--- src/rtl/clk_div_ctrl.sv ---
// -----------------------------------------------------------------------------
// clk_div_ctrl
//
// Runtime-programmable clock divider for the lab clock tree. Two requesters
// (A, B) offer new divide ratios over valid/ready handshakes; a round-robin
// arbiter accepts one at a time. An accepted ratio is held pending and only
// applied at an output-period boundary, so clk_out never glitches or emits a
// truncated period. A one-cycle strobe marks the first cycle of each period.
//
// Parameters
//   WIDTH        width of the divide ratio and of the period counter
//   DEFAULT_DIV  ratio in effect after reset (must be >= 2)
//
// Ports
//   clk_in       system clock, all logic on its rising edge
//   rst          asynchronous active-low reset
//   enable       run/stop for the divided output
//   req_a_valid  requester A has a ratio pending
//   req_a_div    requester A ratio (stable while valid)
//   req_a_ready  A transfer accepted this cycle (combinational)
//   req_b_valid  requester B has a ratio pending
//   req_b_div    requester B ratio (stable while valid)
//   req_b_ready  B transfer accepted this cycle (combinational)
//   err_clr      clears err
//   clk_out      divided clock (registered)
//   strobe       one-cycle pulse on the first cycle of each period
//   cur_div      ratio currently in effect
//   owner        last granted requester (0=A, 1=B)
//   busy         a legal ratio is waiting to be applied
//   err          sticky: an illegal ratio (0 or 1) was received
// -----------------------------------------------------------------------------
module clk_div_ctrl #(
    parameter int WIDTH       = 8,
    parameter int DEFAULT_DIV = 4
) (
    input  logic             clk_in,
    input  logic             rst,
    input  logic             enable,
    input  logic             req_a_valid,
    input  logic [WIDTH-1:0] req_a_div,
    output logic             req_a_ready,
    input  logic             req_b_valid,
    input  logic [WIDTH-1:0] req_b_div,
    output logic             req_b_ready,
    input  logic             err_clr,
    output logic             clk_out,
    output logic             strobe,
    output logic [WIDTH-1:0] cur_div,
    output logic             owner,
    output logic             busy,
    output logic             err
);

    typedef enum logic {
        S_IDLE    = 1'b0,
        S_PENDING = 1'b1
    } state_t;

    localparam logic [WIDTH-1:0] ALL_ONES = '1;
    localparam logic [WIDTH-1:0] DEF_DIV  = WIDTH'(DEFAULT_DIV);

    state_t           r_state;
    logic [WIDTH-1:0] r_cnt;
    logic [WIDTH-1:0] r_cur_div;
    logic [WIDTH-1:0] r_pending;
    logic             r_clk_out;
    logic             r_strobe;
    logic             r_owner;
    logic             r_busy;
    logic             r_err;

    logic             w_wrap;
    logic [WIDTH-1:0] w_cnt_next;
    logic [WIDTH-1:0] w_half;
    logic             w_grant_a;
    logic             w_grant_b;
    logic             w_xfer;
    logic [WIDTH-1:0] w_sel_div;
    logic             w_legal;

    // ">=" rather than "==" so the all-ones idle count, and any count left
    // beyond a smaller ratio, always ends the period on the next edge.
    assign w_wrap     = (r_cnt >= (r_cur_div - 1'b1));
    assign w_cnt_next = w_wrap ? '0 : (r_cnt + 1'b1);
    assign w_half     = r_cur_div >> 1;

    // Round robin: on a tie the requester that did not win last time goes.
    assign w_grant_a = req_a_valid & (~req_b_valid | r_owner);
    assign w_grant_b = req_b_valid & (~req_a_valid | ~r_owner);

    assign req_a_ready = (r_state == S_IDLE) & w_grant_a;
    assign req_b_ready = (r_state == S_IDLE) & w_grant_b;

    assign w_xfer    = req_a_ready | req_b_ready;
    assign w_sel_div = w_grant_a ? req_a_div : req_b_div;
    assign w_legal   = (w_sel_div > WIDTH'(1));

    always_ff @(posedge clk_in or negedge rst) begin
        if (!rst) begin
            r_state   <= S_IDLE;
            r_cnt     <= ALL_ONES;
            r_cur_div <= DEF_DIV;
            r_pending <= '0;
            r_clk_out <= 1'b0;
            r_strobe  <= 1'b0;
            r_owner   <= 1'b1;
            r_busy    <= 1'b0;
            r_err     <= 1'b0;
        end else begin
            // Divider datapath, including application of a pending ratio.
            if (r_state == S_PENDING && !enable) begin
                // Output is stopped, so there is no period to protect.
                r_cur_div <= r_pending;
                r_cnt     <= ALL_ONES;
                r_clk_out <= 1'b0;
                r_strobe  <= 1'b0;
            end else if (r_state == S_PENDING && w_wrap) begin
                // Period boundary: start the first period at the new ratio.
                r_cur_div <= r_pending;
                r_cnt     <= '0;
                r_clk_out <= 1'b1;
                r_strobe  <= 1'b1;
            end else if (enable) begin
                r_cnt     <= w_cnt_next;
                r_clk_out <= (w_cnt_next < w_half);
                r_strobe  <= (w_cnt_next == '0);
            end else begin
                r_cnt     <= ALL_ONES;
                r_clk_out <= 1'b0;
                r_strobe  <= 1'b0;
            end

            // Control FSM. A wrap on the acceptance edge is seen in IDLE and
            // therefore does not apply the new ratio.
            case (r_state)
                S_IDLE: begin
                    if (w_xfer) begin
                        r_owner <= w_grant_b;
                        if (w_legal) begin
                            r_pending <= w_sel_div;
                            r_state   <= S_PENDING;
                            r_busy    <= 1'b1;
                        end
                    end
                end
                S_PENDING: begin
                    if (!enable || w_wrap) begin
                        r_state <= S_IDLE;
                        r_busy  <= 1'b0;
                    end
                end
                default: begin
                    r_state <= S_IDLE;
                    r_busy  <= 1'b0;
                end
            endcase

            // Sticky error; a new illegal transfer beats a simultaneous clear.
            if (w_xfer && !w_legal) begin
                r_err <= 1'b1;
            end else if (err_clr) begin
                r_err <= 1'b0;
            end
        end
    end

    assign clk_out = r_clk_out;
    assign strobe  = r_strobe;
    assign cur_div = r_cur_div;
    assign owner   = r_owner;
    assign busy    = r_busy;
    assign err     = r_err;

endmodule
--- config.mk ---
export PLATFORM = sky130hd
export DESIGN_NAME = clk_div_ctrl
export DESIGN_NICKNAME = d
export VERILOG_FILES = /design/src/rtl/clk_div_ctrl.sv
export SDC_FILE = /design/constraint.sdc
export NUM_CORES = 1
export LEC_CHECK = 0
export BUFFER_PORTS_ARGS = -buffer_cell sky130_fd_sc_hd__buf_2
export CORE_MARGIN = 2
export CORE_UTILIZATION = 35
export DETAILED_ROUTE_END_ITERATION = 10
export PLACE_DENSITY = 0.69
export SYNTH_ARGS = -nofsm -noshare
export SYNTH_HDL_FRONTEND = slang
export SYNTH_SLANG_ARGS = --single-unit
--- constraint.sdc ---
create_clock -name clk_in -period 3.35 [get_ports clk_in]
set_input_delay 0 -clock clk_in [delete_from_list [all_inputs] [get_ports clk_in]]
set_output_delay 0 -clock clk_in [all_outputs]
set_load 0.01 [all_outputs]
==> results.py <==
metrics = {
    "outcome": {
        "status": "complete, but fails checks",
        "violations": "negative setup slack",
    },
    "cells_and_area": {
        "drive_gt1_share_pct": 52.5,
        "antennaDiodeCount": 0,
        "layout.nets": 281,
        "area_growth_pct": 37.7,
    },
    "yosys": {
        "yosys.area.top_type": "dfrtp_1",
        "synth.area.mux_share_pct": 16.3,
        "netlist_area_um2": 1930,
        "syn-instance-count": 185,
        "synthFlopType": "dfrtp_1",
        "async_flop_share_pct": 100,
        "yosys.area_share.simple_pct": 11.6,
        "synth-edff-count": 0,
        "yosysUniqueCellTypes": 36,
        "synth_fa_ha_area_share_pct": 10.4,
        "synth_compound_area_share_pct": 11.0,
        "syn-num-nets": 223,
        "synth_top_family_by_area": "multiplexers",
        "synth_top_cell_area_share_pct": 25.9,
        "ys_ff_latch": 30,
        "synth_xor_area_share_pct": 6.35,
        "synthMostInstantiatedCell": "dfrtp_1",
        "ys_warn_count": 0,
        "avgSynthCellArea_um2": 10.4,
        "synth_commonest_cells": "dfrtp_1 (20), inv_1 (18), ha_1 (16), mux2_2 (16), nor2_1 (15)",
        "synth_area_leaders": "dfrtp_1 (26%), dfstp_2 (14%), ha_1 (10%)",
        "ys_seq_area_share_pct": 39.5,
    },
    "drt": {
        "wl_per_cell_um": 14.5,
        "first_iter_violations": 76,
        "drc": 0,
        "antenna_left": 0,
        "via_count": 1581,
        "viasPerCell": 5.00,
        "first_pass_iters": 4,
        "drt-total-wl_um": 4580,
    },
    "floorplan": {
        "initial_core_util_pct": 35.7,
        "dieHeight_um": 78.3,
        "die_area_um2": 6130,
        "ios": 37,
        "num_rows": 27,
        "core_um2": 5410,
        "fp.dieW_um": 78.3,
    },
    "critical_path": {
        "timing.rr.start": "cur_div[1]",
        "path_cells": "inv_1, ha_2, nand3_2, nor3_4, xnor2_1, ha_1, a21o_1, a221oi_4, nand2b_4, nor2_4, ha_4, a211oi_2, o21ai_2, o21ai_1, and3_1, o221a_2",
        "cp_max_fo": 8,
        "endpoint_kind": "flip-flop",
        "r2r_slack_ns": -0.09,
        "reg2reg_to": "clk_out",
        "cp_data_required_time_ns": 3.58,
        "critical_path_class": "reg -> reg",
        "cpPeakStageDelay_ns": 0.42,
        "rr_worst_depth": 16,
        "path_buf_inv": 1,
        "cp_slowest_cell": "dfrtp_1",
        "worstSetupStartpointType": "flip-flop",
        "arrival_ns": 3.67,
        "cp_top_family": "compound AO/OA/AOI/OAI gates",
    },
    "min_path": {
        "hold_depth": 2,
        "holdCritPathClass": "in -> reg",
        "hold_path_end": "r_cnt[4]",
        "hp-start": "enable",
    },
    "cts": {
        "clock_latency_ns": 0.28,
        "numCtsBuffers": 5,
        "cts.path.max_buffers": 2,
        "numClockSinks": 30,
        "cts-root-buf": "clkbuf_8",
        "cts_tree": "yes",
        "clkTransAtPathRegs_ns": 0.07,
        "htree_num_levels": 2,
    },
    "timing": {
        "fin_skew_ns": 0.00994,
        "finalSetupViolCount": 1,
        "finalCritPeriodShare_pct": 103,
        "max_freq_ghz": 0.290,
        "setup_tns_ns": -0.0931,
        "report.final.slew_viol_count": 0,
        "finalHoldViolations": 0,
        "relSlewSlack_pct": 56.7,
        "rsz0062_at_grt": "true",
        "worst_pin_slew_ns": 0.650,
        "min_period_ns": 3.44,
        "fin_ws_ns": -0.0931,
    },
    "grt": {
        "grt_pass1_vias": 1546,
        "grt-ovfl-total": 0,
        "grt_max_degree": 31,
        "grtUsageTotal_pct": 14.5,
        "antenna_found_initial": 0,
        "grt_pass1_wl_um": 6960,
    },
    "place": {
        "placement.io_buffers": 36,
        "hpwl_um": 3180,
        "gp_congestion": 0.876,
    },
    "flow_run": {
        "maxCapViolations": 0,
    },
}
-- flip-flops by register name, summed over array words and instances, names as in the netlist --
| signal | flops |
|---|---|
| strobe | 1 |
| r_cnt | 8 |
| owner | 1 |
| r_pending | 8 |
| cur_div | 8 |
| r_state | 1 |
| err | 1 |
| busy | 1 |
| clk_out | 1 |
-- stage by stage --
stage | instance area (µm²) | setup slack, ns | cells | utilization (%) | hold slack (ns)
floorplan | 1960 | 0.0238 | 185 | - | -0.296
global placement | 2290 | 0.0293 | 301 | 42.5 | 0.0739
detailed placement | 2290 | -0.0795 | 301 | 42.5 | 0.0730
CTS | 2430 | 0.0325 | 313 | 45.0 | 0.00337
global route | 2660 | -0.272 | 316 | 49.2 | 0.0276
finish | 2660 | -0.0931 | 316 | 49.2 | 0.0113
-- metal layers --
| layer | up-vias | wire length [µm] | global-route usage [%] |
|---|---|---|---|
| met5 | - | 0 | 0 |
| met4 | 0 | 155 | 5.09 |
| met2 | 37 | 2410 | 25.6 |
| met1 | 764 | 1850 | 17.3 |
| met3 | 10 | 175 | 3.22 |
| li1 | 770 | - | - |
-- cell type report --
type                       count  area (µm²)
fill                         509        2750
clock inverter                 2        12.5
inverter                      18        67.6
timing repair buffer          56         342
clock buffer                   6        82.6
sequential                    30         763
multi-input combinational    132        1300
tap                           72        90.1
-- what timing repair did --
item	in CTS	in global routing
endpoints found under the setup margin	1	1
endpoints found under the hold margin	22	0
resized for setup	2	41
setup buffers	1	3
gates cloned	0	0
hold buffers	3	0
pin swaps	0	24
-- kinds of logic (layout without fill, tap and decap cells) --
logic type,Yosys count,count (layout)
XOR/XNOR,14,14
flip-flops,30,30
AO/OA/AOI/OAI,32,32
buffers and inverters,23,82
AND/OR/NAND/NOR,45,45
adder cells (fa/ha/maj),16,16
multiplexers,25,25
-- how the worst max path moves through the flow --
stage | startpoint | end | slack, ns | cells after the start
floorplan | cur_div[1] | clk_out | 0.02 | 18
global placement | cur_div[1] | clk_out | 0.03 | 16
detailed placement | cur_div[1] | clk_out | -0.08 | 16
CTS | cur_div[0] | clk_out | 0.03 | 16
global route | cur_div[1] | clk_out | -0.27 | 16
finish | cur_div[1] | clk_out | -0.09 | 16
-- layout by cell type, fill, tap and decap left out, types with 2 or more instances in the layout --
cell	count
buf_2	36
dfrtp_1	20
inv_1	17
mux2_2	16
buf_4	16
xnor2_1	12
o21ai_0	10
dfstp_2	10
nor2_1	9
mux2_4	9
ha_1	9
nor2_4	6
ha_4	6
clkbuf_8	6
nand2_1	5
and3_1	3
nand3_1	3
o21ai_2	3
dlygate4sd3_1	3
nand3_2	2
o21ai_1	2
a21o_1	2
xor2_1	2
or4_1	2
nor4_1	2
nor3_1	2
a21oi_1	2
Power is not shown: default switching activity piles up to over one toggle a cycle in this logic, so the estimate is an artifact.
